File: src/rtl/adder_tree_pkg.sv
// Shared types and elaboration helpers for the pipelined signed adder tree.
package adder_tree_pkg;

  // Control sideband that travels alongside each beat through every stage
  typedef struct packed {
    logic valid;
    logic last;
    logic acc_mode;
  } side_t;

  // Number of pairwise adder levels needed to reduce n operands to one
  function automatic int tree_levels(input int n);
    return (n <= 1) ? 0 : $clog2(n);
  endfunction

  // Operand width entering level k of a tree whose leaves are w bits wide
  function automatic int level_width(input int w, input int k);
    return w + k;
  endfunction

  // Operand count entering level k of a tree with n leaves
  function automatic int level_count(input int n, input int k);
    return (n + (1 << k) - 1) >> k;
  endfunction

endpackage

File: src/rtl/adder_tree_level.sv
// One registered level of the adder tree: pairwise signed adds, odd operand
// passes through sign-extended, shared advance enable for the whole pipeline.
module adder_tree_level
  import adder_tree_pkg::*;
#(
  parameter int N_IN  = 2,
  parameter int W_IN  = 16,
  localparam int N_OUT = (N_IN + 1) / 2,
  localparam int W_OUT = W_IN + 1
) (
  input  logic                   clk,
  input  logic                   rst_n,
  input  logic                   advance_i,
  input  side_t                  side_i,
  input  logic [N_IN*W_IN-1:0]   d_i,
  output side_t                  side_o,
  output logic [N_OUT*W_OUT-1:0] q_o
);

  localparam int PAD_W = 2 * N_OUT * W_IN;

  logic [PAD_W-1:0]       d_pad;
  logic [N_OUT*W_OUT-1:0] sum_d;
  logic [N_OUT*W_OUT-1:0] sum_q;
  side_t                  side_q;

  function automatic logic signed [W_OUT-1:0] add_pair(input logic signed [W_IN-1:0] a,
                                                       input logic signed [W_IN-1:0] b);
    return W_OUT'(a) + W_OUT'(b);
  endfunction

  // An odd operand count is padded with a zero operand, so the leftover
  // simply adds to zero and emerges sign-extended.
  assign d_pad = PAD_W'(d_i);

  // Pairwise sums for every output slot
  always_comb begin
    sum_d = '0;
    for (int j = 0; j < N_OUT; j++) begin
      sum_d[j*W_OUT +: W_OUT] = add_pair(d_pad[2*j*W_IN +: W_IN], d_pad[(2*j+1)*W_IN +: W_IN]);
    end
  end

  // Sideband register: cleared by reset, shifts only on advance
  always_ff @(posedge clk or negedge rst_n) begin
    if (!rst_n)         side_q <= '0;
    else if (advance_i) side_q <= side_i;
  end

  // Data register: no reset needed, qualified by the sideband valid
  always_ff @(posedge clk) begin
    if (advance_i) sum_q <= sum_d;
  end

  assign side_o = side_q;
  assign q_o    = sum_q;

endmodule

File: src/rtl/pipelined_adder_tree.sv
// Pipelined, backpressure-aware signed adder tree with optional frame
// accumulation. Input register -> LEVELS adder registers -> output/accumulator.
// A single global advance stalls every stage; bubbles are kept in place.
module pipelined_adder_tree
  import adder_tree_pkg::*;
#(
  parameter int NUM_INPUT     = 8,
  parameter int DATA_WIDTH_IN = 16,
  parameter int ACC_EXT_BITS  = 8,
  localparam int LEVELS = tree_levels(NUM_INPUT),
  localparam int SUM_W  = DATA_WIDTH_IN + LEVELS,
  localparam int OUT_W  = SUM_W + ACC_EXT_BITS
) (
  input  logic                            clk,
  input  logic                            rst_n,
  input  logic                            in_valid,
  output logic                            in_ready,
  input  logic signed [DATA_WIDTH_IN-1:0] din [NUM_INPUT],
  input  logic                            in_last,
  input  logic                            acc_mode,
  output logic                            out_valid,
  input  logic                            out_ready,
  output logic signed [OUT_W-1:0]         dout,
  output logic                            out_last,
  output logic                            out_overflow
);

  if (DATA_WIDTH_IN <= 0) begin : g_chk_width
    $error("pipelined_adder_tree: DATA_WIDTH_IN must be > 0");
  end
  if (NUM_INPUT < 1) begin : g_chk_count
    $error("pipelined_adder_tree: NUM_INPUT must be >= 1");
  end
  if (ACC_EXT_BITS < 0) begin : g_chk_ext
    $error("pipelined_adder_tree: ACC_EXT_BITS must be >= 0");
  end

  function automatic logic signed_wrap(input logic signed [OUT_W-1:0] a,
                                       input logic signed [OUT_W-1:0] b,
                                       input logic signed [OUT_W-1:0] s);
    return (a[OUT_W-1] == b[OUT_W-1]) && (s[OUT_W-1] != a[OUT_W-1]);
  endfunction

  logic                               advance;
  logic [NUM_INPUT*DATA_WIDTH_IN-1:0] in_flat_d, in_flat_q;
  side_t                              in_side_q;
  logic signed [SUM_W-1:0]            tree_sum;
  side_t                              tree_side;

  logic                    out_valid_d, out_valid_q;
  logic signed [OUT_W-1:0] dout_d, dout_q;
  logic                    out_last_d, out_last_q;
  logic                    out_ovf_d, out_ovf_q;
  logic signed [OUT_W-1:0] acc_d, acc_q;
  logic                    flag_d, flag_q;
  logic signed [OUT_W-1:0] sum_ext, acc_add;
  logic                    add_wrap;

  // The whole pipeline moves whenever the output slot is free or being drained
  assign advance  = !out_valid_q || out_ready;
  assign in_ready = advance;

  // Pack the operand array into a flat bus for the tree levels
  always_comb begin
    in_flat_d = '0;
    for (int i = 0; i < NUM_INPUT; i++) begin
      in_flat_d[i*DATA_WIDTH_IN +: DATA_WIDTH_IN] = din[i];
    end
  end

  // Input stage sideband: in_ready equals advance, so a present beat is taken
  always_ff @(posedge clk or negedge rst_n) begin
    if (!rst_n)       in_side_q <= '0;
    else if (advance) in_side_q <= '{valid: in_valid, last: in_last, acc_mode: acc_mode};
  end

  // Input stage operands
  always_ff @(posedge clk) begin
    if (advance) in_flat_q <= in_flat_d;
  end

  if (LEVELS == 0) begin : g_no_tree
    assign tree_sum  = $signed(in_flat_q);
    assign tree_side = in_side_q;
  end else begin : g_tree
    for (genvar k = 0; k < LEVELS; k++) begin : g_lvl
      localparam int NI = level_count(NUM_INPUT, k);
      localparam int WI = level_width(DATA_WIDTH_IN, k);
      localparam int NO = level_count(NUM_INPUT, k + 1);
      logic [NI*WI-1:0]     d;
      logic [NO*(WI+1)-1:0] q;
      side_t                s_in;
      side_t                side;
      if (k == 0) begin : g_src
        assign d    = in_flat_q;
        assign s_in = in_side_q;
      end else begin : g_src
        assign d    = g_lvl[k-1].q;
        assign s_in = g_lvl[k-1].side;
      end
      adder_tree_level #(.N_IN(NI), .W_IN(WI)) u_level (
        .clk       (clk),
        .rst_n     (rst_n),
        .advance_i (advance),
        .side_i    (s_in),
        .d_i       (d),
        .side_o    (side),
        .q_o       (q)
      );
    end
    assign tree_sum  = $signed(g_lvl[LEVELS-1].q);
    assign tree_side = g_lvl[LEVELS-1].side;
  end

  assign sum_ext  = OUT_W'(tree_sum);
  assign acc_add  = acc_q + sum_ext;
  assign add_wrap = signed_wrap(acc_q, sum_ext, acc_add);

  // Output / accumulator next state: pass-through, accumulate, or close a frame
  always_comb begin
    out_valid_d = out_valid_q;
    dout_d      = dout_q;
    out_last_d  = out_last_q;
    out_ovf_d   = out_ovf_q;
    acc_d       = acc_q;
    flag_d      = flag_q;
    if (advance) begin
      out_valid_d = 1'b0;
      if (tree_side.valid) begin
        if (!tree_side.acc_mode) begin
          out_valid_d = 1'b1;
          dout_d      = sum_ext;
          out_last_d  = tree_side.last;
          out_ovf_d   = 1'b0;
        end else if (!tree_side.last) begin
          acc_d  = acc_add;
          flag_d = flag_q | add_wrap;
        end else begin
          out_valid_d = 1'b1;
          dout_d      = acc_add;
          out_last_d  = 1'b1;
          out_ovf_d   = flag_q | add_wrap;
          acc_d       = '0;
          flag_d      = 1'b0;
        end
      end
    end
  end

  // Output / accumulator registers; reset discards any open frame
  always_ff @(posedge clk or negedge rst_n) begin
    if (!rst_n) begin
      out_valid_q <= 1'b0;
      dout_q      <= '0;
      out_last_q  <= 1'b0;
      out_ovf_q   <= 1'b0;
      acc_q       <= '0;
      flag_q      <= 1'b0;
    end else begin
      out_valid_q <= out_valid_d;
      dout_q      <= dout_d;
      out_last_q  <= out_last_d;
      out_ovf_q   <= out_ovf_d;
      acc_q       <= acc_d;
      flag_q      <= flag_d;
    end
  end

  assign out_valid    = out_valid_q;
  assign dout         = dout_q;
  assign out_last     = out_last_q;
  assign out_overflow = out_ovf_q;

endmodule
File: config.mk
export PLATFORM = sky130hd
export DESIGN_NAME = pipelined_adder_tree
export DESIGN_NICKNAME = d
export VERILOG_FILES = /design/src/rtl/adder_tree_pkg.sv /design/src/rtl/adder_tree_level.sv /design/src/rtl/pipelined_adder_tree.sv
export SDC_FILE = /design/constraint.sdc
export NUM_CORES = 1
export LEC_CHECK = 0
export BUFFER_PORTS_ARGS = -buffer_cell sky130_fd_sc_hd__clkbuf_2
export CAP_MARGIN = 20
export CORE_MARGIN = 4
export CORE_UTILIZATION = 64
export CTS_CLUSTER_DIAMETER = 150
export CTS_CLUSTER_SIZE = 10
export DETAILED_ROUTE_END_ITERATION = 10
export MAX_ROUTING_LAYER = met4
export PLACE_DENSITY_LB_ADDON = 0.1
export SLEW_MARGIN = 20
export SYNTH_ARGS = -nofsm -noshare
export SYNTH_HDL_FRONTEND = slang
export SYNTH_SLANG_ARGS = --single-unit
File: constraint.sdc
create_clock -name clk -period 27.2 [get_ports clk]
set_input_delay 4.08 -clock clk [delete_from_list [all_inputs] [get_ports clk]]
set_output_delay 4.08 -clock clk [all_outputs]
set_load 0.05 [all_outputs]
Word-level counts from Yosys, hierarchy flattened
Cells that the tools add are included.
{"block": "totals", "regBits": 321, "latchBits": 0, "mem_bits_rw": 0, "romBits": 0, "in_bits": 134, "output_inout_bits": 31, "memories": 0}
{"block": "op_classes", "addsub": 8, "n_mul": 0, "div_mod_pow": 0, "n_lt_le_gt_ge": 0, "n_eq_ne": 3, "n_shift": 0, "mux": 11, "bitwise": 1, "n_reduce_logical": 5}
{"op": "$mux W27", "n": 3}
{"op": "$add A16 B16 Y17", "n": 4}
{"op": "$add A17 B17 Y18", "n": 2}
{"op": "$add A27 B19 Y27", "n": 1}
{"op": "$add A18 B18 Y19", "n": 1}
{"op": "$mux W1", "n": 8}
{"op": "$reduce_and A3 Y1", "n": 2}
{"op": "$ne A2 B1 Y1 const B", "n": 1}
{"op": "$eq A1 B1 Y1", "n": 1}
{"op": "$logic_and A1 B1 Y1", "n": 1}
{"op": "$logic_not A1 Y1", "n": 1}
{"op": "$logic_or A1 B1 Y1", "n": 1}
{"op": "$ne A1 B1 Y1", "n": 1}
{"op": "$or A1 B1 Y1", "n": 1}

Longest topological paths before layout
Gate-level depths: netlist of the first run.
{"block": "depth", "word_depth": 6, "mapped_depth": 12, "mapped_depth_nobuf": 12}

By module
Synthesis of the first run repeated with hierarchy kept, for this count alone.
{"block": "unflattened", "cells_unflattened": 1350, "area_unflattened_um2": 16976.3}
{"mod": "pipelined_adder_tree", "n_inst": 1, "cells_per_inst": 514, "area_each_um2": 7636.1}
{"mod": "adder_tree_level at g_tree.g_lvl[0].u_level", "n_inst": 1, "cells_per_inst": 449, "area_each_um2": 5006.1}
{"mod": "adder_tree_level at g_tree.g_lvl[1].u_level", "n_inst": 1, "cells_per_inst": 250, "area_each_um2": 2768.9}
{"mod": "adder_tree_level at g_tree.g_lvl[2].u_level", "n_inst": 1, "cells_per_inst": 137, "area_each_um2": 1565.3}

Worst setup path after synthesis of the first run
OpenSTA, ideal clock, no wires.
{"block": "synth_path", "path_kind": "input to output", "from": "input port out_ready", "to": "output port in_ready", "arrival_ps": 11908, "slack_ps": 11212, "path_stages": 3, "n_path_buf": 2, "cell_sequence": "nand2b_1 > clkbuf_1 > buf_1"}
{"block": "synth_between", "elab_chain_len": 1}
{"item": "from (decl)", "line_no": "pipelined_adder_tree.sv:22", "text": "input logic out_ready,"}
{"item": "$logic_or A1 B1 Y1", "line_no": "pipelined_adder_tree.sv:60", "text": "assign advance = !out_valid_q || out_ready;"}
{"item": "to (decl)", "line_no": "pipelined_adder_tree.sv:17", "text": "output logic in_ready,"}
No other way between the ends.

Final worst setup path of the first run
Same ends and word-level chain as after synthesis.

==> results_dict.tcl, run 1 <==
set metrics [dict create \
    power_density_nw_per_um2 138.2 \
    cp-end-kind "output pin" \
    grt_most_used_layer "met2" \
    grt.met3_usage 0.03258 \
    postPlaceCellArea_sq_um 17510 \
    avgRoutedWirePerCell_microns 15.65 \
    rows 58 \
    ff2ff_setup_slack_ps 23600 \
    synth_enable_flop_cells 251 \
    period_share 0.3298 \
    post_synth.cell_area_avg_sq_um 12.63 \
    worst-slew-pin-transition_ps 1082 \
    cts-buffers-inserted 38 \
    totalWireLength_microns 28570 \
    arrival_ps 4890 \
    grt_first_pass_wirelength_microns 48500 \
    cts_resized 0 \
    worst-endpoint-required_ps 23120 \
    fraction_of_final_layout_cells_with_drive_strength_greater_than_1 0.1624 \
    worst_path_max_fanout 26 \
    synth-warning-count 0 \
    final_max_slew_viol_count 0 \
    global_route.overflow_total 0 \
    ys_async_sr_fraction 0.2181 \
    maximum_number_of_pins_on_one_net_before_global_route_repair 94 \
    outcome "finished, final reports clean" \
    gpl.final_weighted_congestion 0.8861 \
    leakage_nw 8.064 \
    finalSetupTns_ps 0 \
    proportion_of_synthesized_chip_area_in_sequential_cells 0.5708 \
    postLayoutCoreUtil 0.7394 \
    setup.worst_path.class "input pin to output pin" \
    globalRouteTotalUtil 0.2131 \
    worst_setup_path_start_kind "input pin" \
    hp-class "register to register" \
    drv_cap 0 \
    synth_cell_type_count 61 \
    dominantRegCellSynth "sky130_fd_sc_hd__edfxtp_1" \
    dp_slack_ps 18230 \
    route.antenna.remaining_nets 0 \
    vias_per_cell 5.662 \
    finalSetupViolCount 0 \
    nets 1768 \
    die_width_microns 167.5 \
    globalRouteMet1Util 0.2859 \
    timing.final.hold_violations 0 \
    share_of_the_synthesized_area_in_the_top_cell_type 0.4631 \
    cts_sinks 321 \
    drcViolationCount 0 \
    route.vias.total 10340 \
    hold_fix_buffers_cts 0 \
    port_buffers 164 \
    floorplan.initialDensity 0.6481 \
    antenna_cells_inserted 0 \
    clock_tree_from_tritoncts "done" \
    max-vdd-ir-drop_mv 0.09935 \
    clkLatencyLatePin_ps 520 \
    worst_slew_margin_rel 0.2787 \
    mostFrequentLayoutCells "sky130_fd_sc_hd__edfxtp_1 (251), sky130_fd_sc_hd__clkbuf_2 (164), sky130_fd_sc_hd__ha_1 (142)" \
    most_frequent_standard_cell_in_the_layout_excluding_fill_and_tap_cells "sky130_fd_sc_hd__edfxtp_1" \
    h-tree-depth 2 \
    postSynthRegisterBits 321 \
    netlist_top_cells_area "sky130_fd_sc_hd__edfxtp_1 (46%), sky130_fd_sc_hd__ha_1 (11%), sky130_fd_sc_hd__dfrtp_1 (11%)" \
    core_area_sq_um 25110 \
    cts_root_buf "sky130_fd_sc_hd__clkbuf_16" \
    clockBufferDepth 3 \
    finalWorstPathRequiredPeriod_ps 8970 \
    initialDrtViolationCount 681 \
    synth_largest_area_cell "sky130_fd_sc_hd__edfxtp_1" \
    finish.instance_area_sq_um 18570 \
    post-route-worst-setup-slack_ps 18230 \
    syn_area_sq_um 16270 \
    post_cts_buffers 0 \
    num_ports 165 \
    flow.area_growth_from_synthesis_pct 14.08 \
    vias_in_the_first_global_route 10380 \
    die_area_sq_um 28040 \
    rsz0062_at_grt "no" \
    syn_nets 1573 \
    fin_skew_ps 13.75 \
    clock_pin_slew_on_the_worst_setup_and_hold_paths_ps 50 \
    die_height_microns 167.5 \
    fmaxAchievable_ghz 0.1115 \
    synthCells 1289 \
    place_hpwl_microns 20570 \
    antenna_found_initial 0 \
    grt_use_met2 0.3470 \
    dr.pass1.iters 5 \
]
-- power by group --
part	switching, W	internal (W)
clock	0.000177	0.000259
combinational	0.000726	0.000511
sequential	0.0000829	0.000811
-- critical path: stages --
cell and delay, ps:
sky130_fd_sc_hd__clkbuf_2 80, sky130_fd_sc_hd__nand2b_4 360, sky130_fd_sc_hd__clkbuf_2 360
-- logic make-up (layout without fill, tap and decap cells) --
group	count (synthesis)	after routing	share of synthesized area
DFF	321	321	0.5708
muxes	28	28	0.01807
adders and majority gates	150	150	0.1190
and+or+nand+nor	256	256	0.07588
AOI/OAI and AO/OA	339	339	0.1368
buffers and inverters	83	290	0.01914
xor gates and xnor gates	112	112	0.06028
-- synth_stat cells, types with 14 or more instances --
| cell | n |
|---|---|
| sky130_fd_sc_hd__a21o_1 | 40 |
| sky130_fd_sc_hd__a21oi_1 | 80 |
| sky130_fd_sc_hd__a22o_1 | 20 |
| sky130_fd_sc_hd__dfrtp_1 | 70 |
| sky130_fd_sc_hd__edfxtp_1 | 251 |
| sky130_fd_sc_hd__ha_1 | 142 |
| sky130_fd_sc_hd__inv_1 | 67 |
| sky130_fd_sc_hd__mux2i_1 | 17 |
| sky130_fd_sc_hd__nand2_1 | 67 |
| sky130_fd_sc_hd__nand2b_1 | 15 |
| sky130_fd_sc_hd__nand3_1 | 17 |
| sky130_fd_sc_hd__nor2_1 | 65 |
| sky130_fd_sc_hd__nor2b_1 | 20 |
| sky130_fd_sc_hd__nor3_1 | 26 |
| sky130_fd_sc_hd__o21a_1 | 14 |
| sky130_fd_sc_hd__o21ai_0 | 92 |
| sky130_fd_sc_hd__xnor2_1 | 81 |
| sky130_fd_sc_hd__xor2_1 | 31 |
-- cell type report --
cell class / count / area, sq um
sequential: 321 / 9289
clock buffer: 49 / 1013
inverter: 67 / 251.5
multi-input combinational: 885 / 6684
clock inverter: 3 / 41.29
fill: 1655 / 6544
tap: 330 / 412.9
timing repair buffer: 171 / 873.3
-- per-stage QoR --
step,hold WS [ps],std cells,power [W]
after floorplan,446.0,1289,0.001881
after global placement,462.4,1774,0.002094
after detailed placement,469.8,1774,0.002132
after CTS,482.0,1826,0.002584
after global routing,504.1,1826,0.002770
final,474.2,1826,0.002566
-- flip-flops by register name, summed over array words and instances (netlist names) --
name	cells
acc_q	27
g_tree.g_lvl.u_level.side_o	9
g_tree.g_lvl.d	128
dout	27
flag_q	1
out_valid	1
g_tree.g_lvl.u_level.q_o	123
g_tree.g_lvl.s_in	3
out_last	1
out_overflow	1
-- per-layer routing --
layer	part of all wire	vias up
met4	0.020	0
li1	-	5211
met5	0	-
met3	0.055	44
met1	0.45	4820
met2	0.48	263
-- path summary, 6_finish.rpt --
kind                                                  from  cells after the start                                         to
min reg2reg                            dout[3]$_DFFE_PN0P_                      2                        dout[3]$_DFFE_PN0P_
min in group asynchronous                            rst_n                      2                        dout[2]$_DFFE_PN0P_
min                                    dout[3]$_DFFE_PN0P_                      2                        dout[3]$_DFFE_PN0P_
max                                              out_ready                      3                                   in_ready
max in group asynchronous                            rst_n                      2                      acc_q[19]$_DFFE_PN0P_
max reg2reg                g_tree.g_lvl[0].d[32]$_DFFE_PN_                     12  g_tree.g_lvl[0].u_level.q_o[33]$_DFFE_PN_
Note: power is estimated with default switching activity, not from simulation.
==> run 2: changes to the inputs <==
--- a/config.mk
+++ b/config.mk
@@ -8,7 +8,7 @@
 export BUFFER_PORTS_ARGS = -buffer_cell sky130_fd_sc_hd__clkbuf_2
 export CAP_MARGIN = 20
 export CORE_MARGIN = 4
-export CORE_UTILIZATION = 64
+export CORE_UTILIZATION = 54
 export CTS_CLUSTER_DIAMETER = 150
 export CTS_CLUSTER_SIZE = 10
 export DETAILED_ROUTE_END_ITERATION = 10
==> constraint.sdc (replaced) <==
create_clock -name clk -period 7.5 [get_ports clk]
set_input_delay 1.125 -clock clk [delete_from_list [all_inputs] [get_ports clk]]
set_output_delay 1.125 -clock clk [all_outputs]
set_load 0.05 [all_outputs]
==> results_dict.tcl, run 2 (same netlist as run 1, synthesis figures left out) <==
set metrics [dict create \
    finalWorstPathRequiredPeriod_ps 3618 \
    cts_resized 0 \
    worst_path_dominant_cell_family "compound AO/OA/AOI/OAI gates" \
    antenna_found_initial 0 \
    finalSetupViolCount 0 \
    mostFrequentLayoutCells "sky130_fd_sc_hd__edfxtp_1 (251), sky130_fd_sc_hd__clkbuf_2 (164), sky130_fd_sc_hd__ha_1 (142)" \
    cell_repeated_most_along_the_worst_path "sky130_fd_sc_hd__o21ai_0" \
    globalRouteTotalUtil 0.1760 \
    route.vias.total 10230 \
    r2r.worst_path.cells 12 \
    pwr-share-seq 0.348 \
    post_cts_buffers 0 \
    die_width_microns 181.6 \
    setup.worst_path.class "register to register" \
    port_buffers 164 \
    power_report.internal_total_w 0.005739 \
    clock_tree_from_tritoncts "done" \
    drcViolationCount 0 \
    rsz0062_at_grt "no" \
    delay_of_the_slowest_critical_path_stage_ps 610 \
    hold_path_depth 2 \
    largest_reg_flops 128 \
    antenna_cells_inserted 0 \
    fraction_of_final_layout_cells_with_drive_strength_greater_than_1 0.1628 \
    holdCritStartpoint "dout[0]$_DFFE_PN0P_" \
    totalWireLength_microns 28590 \
    maximum_number_of_pins_on_one_net_before_global_route_repair 90 \
    drv_cap 0 \
    critPathSlowestCell "sky130_fd_sc_hd__a2111oi_0" \
    vias_per_cell 5.416 \
    floorplan.initialDensity 0.5476 \
    cts_root_buf "sky130_fd_sc_hd__clkbuf_16" \
    num-fill-cells 2281 \
    worstPathCellList "ha_1 > inv_1 > fa_1 > nor2b_1 > o21ai_0 > a21boi_0 > o21ai_0 > a21oi_1 > a41oi_1 > a2111oi_0 > o21ai_0 > a31o_2" \
    cp-end-kind "register" \
    ff2ff_setup_slack_ps 3880 \
    min_delay_worst_endpoint "dout[0]$_DFFE_PN0P_" \
    rows 63 \
    hp-class "register to register" \
    initialDrtViolationCount 475 \
    nets 1769 \
    outcome "finished, final reports clean" \
    num_ports 165 \
    fin_skew_ps 14.23 \
    switching_fraction 0.3838 \
    clockBufferDepth 3 \
    worst_r2r_startpoint "g_tree.g_lvl[0].d[48]$_DFFE_PN_" \
    cts_sinks 321 \
    leakage_nw 8.075 \
    cts-buffers-inserted 38 \
    place_hpwl_microns 20610 \
    grt_first_pass_wirelength_microns 47250 \
    gpl.final_weighted_congestion 0.8591 \
    h-tree-depth 2 \
    worst_slew_margin_rel 0.2944 \
    arrival_ps 3880 \
    power_frac_clock 0.172 \
    core_area_sq_um 29720 \
    net-switching-power_w 0.003574 \
    die_height_microns 181.6 \
    dr.pass1.iters 5 \
    worst-slew-pin-transition_ps 1058 \
    power_density_nw_per_um2 499.1 \
    crit-reg2reg-capture "g_tree.g_lvl[0].u_level.q_o[33]$_DFFE_PN_" \
    final_max_slew_viol_count 0 \
    clkLatencyLatePin_ps 510 \
    worst_setup_path_start_kind "register" \
    worst_path_max_fanout 3 \
    route.antenna.remaining_nets 0 \
    global_route.overflow_total 0 \
    flow.area_growth_from_synthesis_pct 14.67 \
    postLayoutCoreUtil 0.6280 \
    period_share 0.4825 \
    max-vdd-ir-drop_mv 0.2295 \
    avgRoutedWirePerCell_microns 15.14 \
    worst-endpoint-required_ps 7760 \
    most_frequent_standard_cell_in_the_layout_excluding_fill_and_tap_cells "sky130_fd_sc_hd__edfxtp_1" \
    vias_in_the_first_global_route 10040 \
    die_area_sq_um 32980 \
    finalSetupTns_ps 0 \
    timing.final.hold_violations 0 \
    hold_fix_buffers_cts 0 \
    worst-path-buf-inv 1 \
    clock_pin_slew_on_the_worst_setup_and_hold_paths_ps 50 \
    combinationalPowerShare 0.480 \
    fmaxAchievable_ghz 0.2764 \
]
## run 2: power groups by stage
stage	Sequential [W]	Clock, W	Combinational (W)
after floorplan	0.00348	0	0.00329
after global placement	0.00326	0	0.00440
after detailed placement	0.00328	0	0.00448
after CTS	0.00325	0.00166	0.00451
after global routing	0.00331	0.00172	0.00502
final	0.00324	0.00160	0.00447
## run 2: worst min-delay path, delay by kind of cell (launching register included)
family | cells | cell delay (ps)
flops | 1 | 340
compound gates | 1 | 60
simple gates | 1 | 40
## run 2: layer usage
layer / GRT usage / part of all wire
met3: 0.03005 / 0.045
met2: 0.2786 / 0.46
met4: 0.04233 / 0.016
met1: 0.2407 / 0.48
met5: - / 0
## run 2: final cells by class
cell class / count / area, sq um / area share
Clock buffer: 51 / 1021 / 0.05471
Clock inverter: 3 / 41.29 / 0.002213
Inverter: 67 / 251.5 / 0.01348
Multi-Input combinational cell: 885 / 6686 / 0.3583
Sequential cell: 321 / 9289 / 0.4978
Tap cell: 390 / 488.0 / 0.02615
Timing Repair Buffer: 172 / 884.6 / 0.04740
## run 2: worst max-delay path by stage
| stage | from | to | slack, ps | cells after the start |
|---|---|---|---|---|
| floorplan | out_ready | in_ready | 1140 | 3 |
| global placement | out_ready | g_tree.g_lvl[0].d[41]$_DFFE_PN_ | 3780 | 4 |
| detailed placement | out_ready | g_tree.g_lvl[0].d[58]$_DFFE_PN_ | 3720 | 4 |
| CTS | g_tree.g_lvl[0].d[48]$_DFFE_PN_ | g_tree.g_lvl[0].u_level.q_o[33]$_DFFE_PN_ | 3890 | 12 |
| global route | g_tree.g_lvl[0].d[48]$_DFFE_PN_ | g_tree.g_lvl[0].u_level.q_o[33]$_DFFE_PN_ | 3620 | 12 |
| finish | g_tree.g_lvl[0].d[48]$_DFFE_PN_ | g_tree.g_lvl[0].u_level.q_o[33]$_DFFE_PN_ | 3880 | 12 |
## run 2: through the flow
step                      setup WS [ps]  total power, W  std cells  hold slack, ps  cell area [sq um]
after floorplan                    1137        0.006765       1289           446.0              16280
after global placement             3781        0.007659       1835           459.2              17590
after detailed placement           3724        0.007755       1835           469.4              17590
after CTS                          3892        0.009414       1889           482.1              18650
after global routing               3618         0.01006       1889           496.8              18660
final                              3882        0.009313       1889           476.3              18660
==> run 3: changes to the inputs <==
==> constraint.sdc (replaced) <==
create_clock -name clk -period 3.12 [get_ports clk]
set_input_delay 0.468 -clock clk [delete_from_list [all_inputs] [get_ports clk]]
set_output_delay 0.468 -clock clk [all_outputs]
set_load 0.05 [all_outputs]
==> results_dict.tcl, run 3 (same netlist as run 1, synthesis figures left out) <==
set metrics [dict create \
    rsz0062_at_grt "yes" \
    worst-endpoint-required_ps 3510 \
    initialDrtViolationCount 498 \
    hp-class "input pin to register" \
    ff2ff_setup_slack_ps 40 \
    place_hpwl_microns 21100 \
    core_area_sq_um 29720 \
    worst-slew-pin-transition_ps 711.4 \
    holdCritStartpoint "din[47]" \
    die_height_microns 181.6 \
    drcViolationCount 0 \
    period_share 0.9865 \
    placedCellCount 1852 \
    totalWireLength_microns 29490 \
    drv_cap 0 \
    worst_setup_path_start_kind "register" \
    cts_root_buf "sky130_fd_sc_hd__clkbuf_16" \
    die_area_sq_um 32980 \
    grt_first_pass_wirelength_microns 49070 \
    cts-buffers-inserted 38 \
    nets 1792 \
    gpl.final_weighted_congestion 0.8412 \
    route.vias.total 10360 \
    h-tree-depth 2 \
    mostFrequentLayoutCells "sky130_fd_sc_hd__edfxtp_1 (251), sky130_fd_sc_hd__clkbuf_2 (164), sky130_fd_sc_hd__ha_1 (141)" \
    vias_in_the_first_global_route 10430 \
    route.antenna.remaining_nets 0 \
    clock_pin_slew_on_the_worst_setup_and_hold_paths_ps 60 \
    globalRouteTotalUtil 0.1823 \
    antenna_cells_inserted 0 \
    num-fill-cells 2280 \
    dr.pass1.iters 7 \
    antenna_found_initial 0 \
    r2r.worst_path.cells 12 \
    cp-end-kind "register" \
    outcome "finished, final reports clean" \
    setup.worst_path.class "register to register" \
    clkLatencyLatePin_ps 520 \
    worst_r2r_startpoint "g_tree.g_lvl[2].u_level.q_o[0]$_DFFE_PN_" \
    fraction_of_final_layout_cells_with_drive_strength_greater_than_1 0.1842 \
    global_route.overflow_total 0 \
    flow.area_growth_from_synthesis_pct 16.45 \
    finalSetupViolCount 0 \
    largest_reg_flops 128 \
    fmaxAchievable_ghz 0.3249 \
    fin_worst_hold_slack_ps 125.6 \
    vias_per_cell 5.421 \
    cts_sinks 321 \
    die_width_microns 181.6 \
    crit-reg2reg-capture "acc_q[26]$_DFFE_PN0P_" \
    maximum_number_of_pins_on_one_net_before_global_route_repair 122 \
    timing.final.hold_violations 0 \
    final_max_slew_viol_count 0 \
    leakage_nw 8.217 \
    avgRoutedWirePerCell_microns 15.44 \
    fin_skew_ps 20.42 \
    power_density_nw_per_um2 1201 \
    finalSetupTns_ps 0 \
    clock_tree_from_tritoncts "done" \
    max-vdd-ir-drop_mv 0.5414 \
    finish.instance_area_sq_um 18950 \
    postPlaceCellArea_sq_um 17760 \
    worst_path_max_fanout 3 \
    arrival_ps 3470 \
    port_buffers 164 \
    dp_slack_ps -125.3 \
    hold_path_depth 1 \
    floorplan.initialDensity 0.5476 \
    finalWorstPathRequiredPeriod_ps 3078 \
    worst_slew_margin_rel 0.5207 \
    most_frequent_standard_cell_in_the_layout_excluding_fill_and_tap_cells "sky130_fd_sc_hd__edfxtp_1" \
    post-route-worst-setup-slack_ps 42.20 \
    rows 63 \
    fin_cells 1910 \
    min_delay_worst_endpoint "g_tree.g_lvl[0].d[95]$_DFFE_PN_" \
    num_ports 165 \
    clockBufferDepth 3 \
]
## run 3: worst max-delay path by stage
stage / startpoint / end / slack, ps
after detailed placement: g_tree.g_lvl[0].d[32]$_DFFE_PN_ / g_tree.g_lvl[0].u_level.q_o[33]$_DFFE_PN_ / -130
after global routing: g_tree.g_lvl[2].u_level.q_o[0]$_DFFE_PN_ / acc_q[26]$_DFFE_PN0P_ / -150
after CTS: g_tree.g_lvl[0].d[96]$_DFFE_PN_ / g_tree.g_lvl[0].u_level.q_o[65]$_DFFE_PN_ / 4
final: g_tree.g_lvl[2].u_level.q_o[0]$_DFFE_PN_ / acc_q[26]$_DFFE_PN0P_ / 40
after global placement: g_tree.g_lvl[0].d[32]$_DFFE_PN_ / g_tree.g_lvl[0].u_level.q_o[33]$_DFFE_PN_ / -80
after floorplan: out_valid$_DFFE_PN0N_ / g_tree.g_lvl[0].s_in[0]$_DFFE_PN0N_ / 150
## run 3: per-layer routing
| layer | part of all wire | routed length, microns | GRT usage | vias to the layer above |
|---|---|---|---|---|
| li1 | - | - | - | 5254 |
| met1 | 0.47 | 13920 | 0.2507 | 4851 |
| met2 | 0.47 | 13740 | 0.2888 | 204 |
| met3 | 0.044 | 1286 | 0.02804 | 46 |
| met4 | 0.018 | 539 | 0.04503 | 0 |
| met5 | 0 | 0 | - | - |
## run 3: worst max-delay path: stages, from the launching register on
cell and delay (ps):
sky130_fd_sc_hd__edfxtp_1 440, sky130_fd_sc_hd__ha_4 200, sky130_fd_sc_hd__inv_2 50, sky130_fd_sc_hd__fa_2 210, sky130_fd_sc_hd__nor2b_1 60, sky130_fd_sc_hd__o31a_1 280
sky130_fd_sc_hd__o41a_1 370, sky130_fd_sc_hd__o41ai_4 320, sky130_fd_sc_hd__o211ai_1 200, sky130_fd_sc_hd__a311oi_2 380, sky130_fd_sc_hd__xnor2_2 180, sky130_fd_sc_hd__mux2i_1 210
sky130_fd_sc_hd__o21ai_1 70
## run 3: cell type report
cell class | count | area (sq um) | share of cell area
clock buffers | 49 | 1013 | 0.05348
clock inverters | 3 | 41.29 | 0.002179
inverters | 67 | 251.5 | 0.01327
multi-input cells | 885 | 6775 | 0.3575
flip-flops and latches | 321 | 9289 | 0.4901
well taps | 390 | 488.0 | 0.02575
repair buffers | 195 | 1094 | 0.05770
## run 3: timing repair
| action | CTS | global route |
|---|---|---|
| setup buffers | 0 | 5 |
| endpoints found under the setup margin | 3 | 23 |
| hold buffers | 1 | 0 |
| hold endpoints to repair | 20 | 0 |
| gates resized for setup | 4 | 26 |
| pin swaps | 0 | 8 |
## run 3: power breakdown
part / total, W / internal (W) / switching [W]
Clock: 0.00386 / 0.00226 / 0.00159
Combinational: 0.0111 / 0.00471 / 0.00642
Sequential: 0.00777 / 0.00706 / 0.000716
Total: 0.0228 / 0.0140 / 0.00873
## run 3: per-stage QoR
stage                     power [W]    util
after floorplan             0.01615       -
after global placement      0.01858  0.5975
after detailed placement    0.01877  0.5975
after CTS                   0.02280  0.6336
after global routing        0.02461  0.6377
final                       0.02276  0.6377
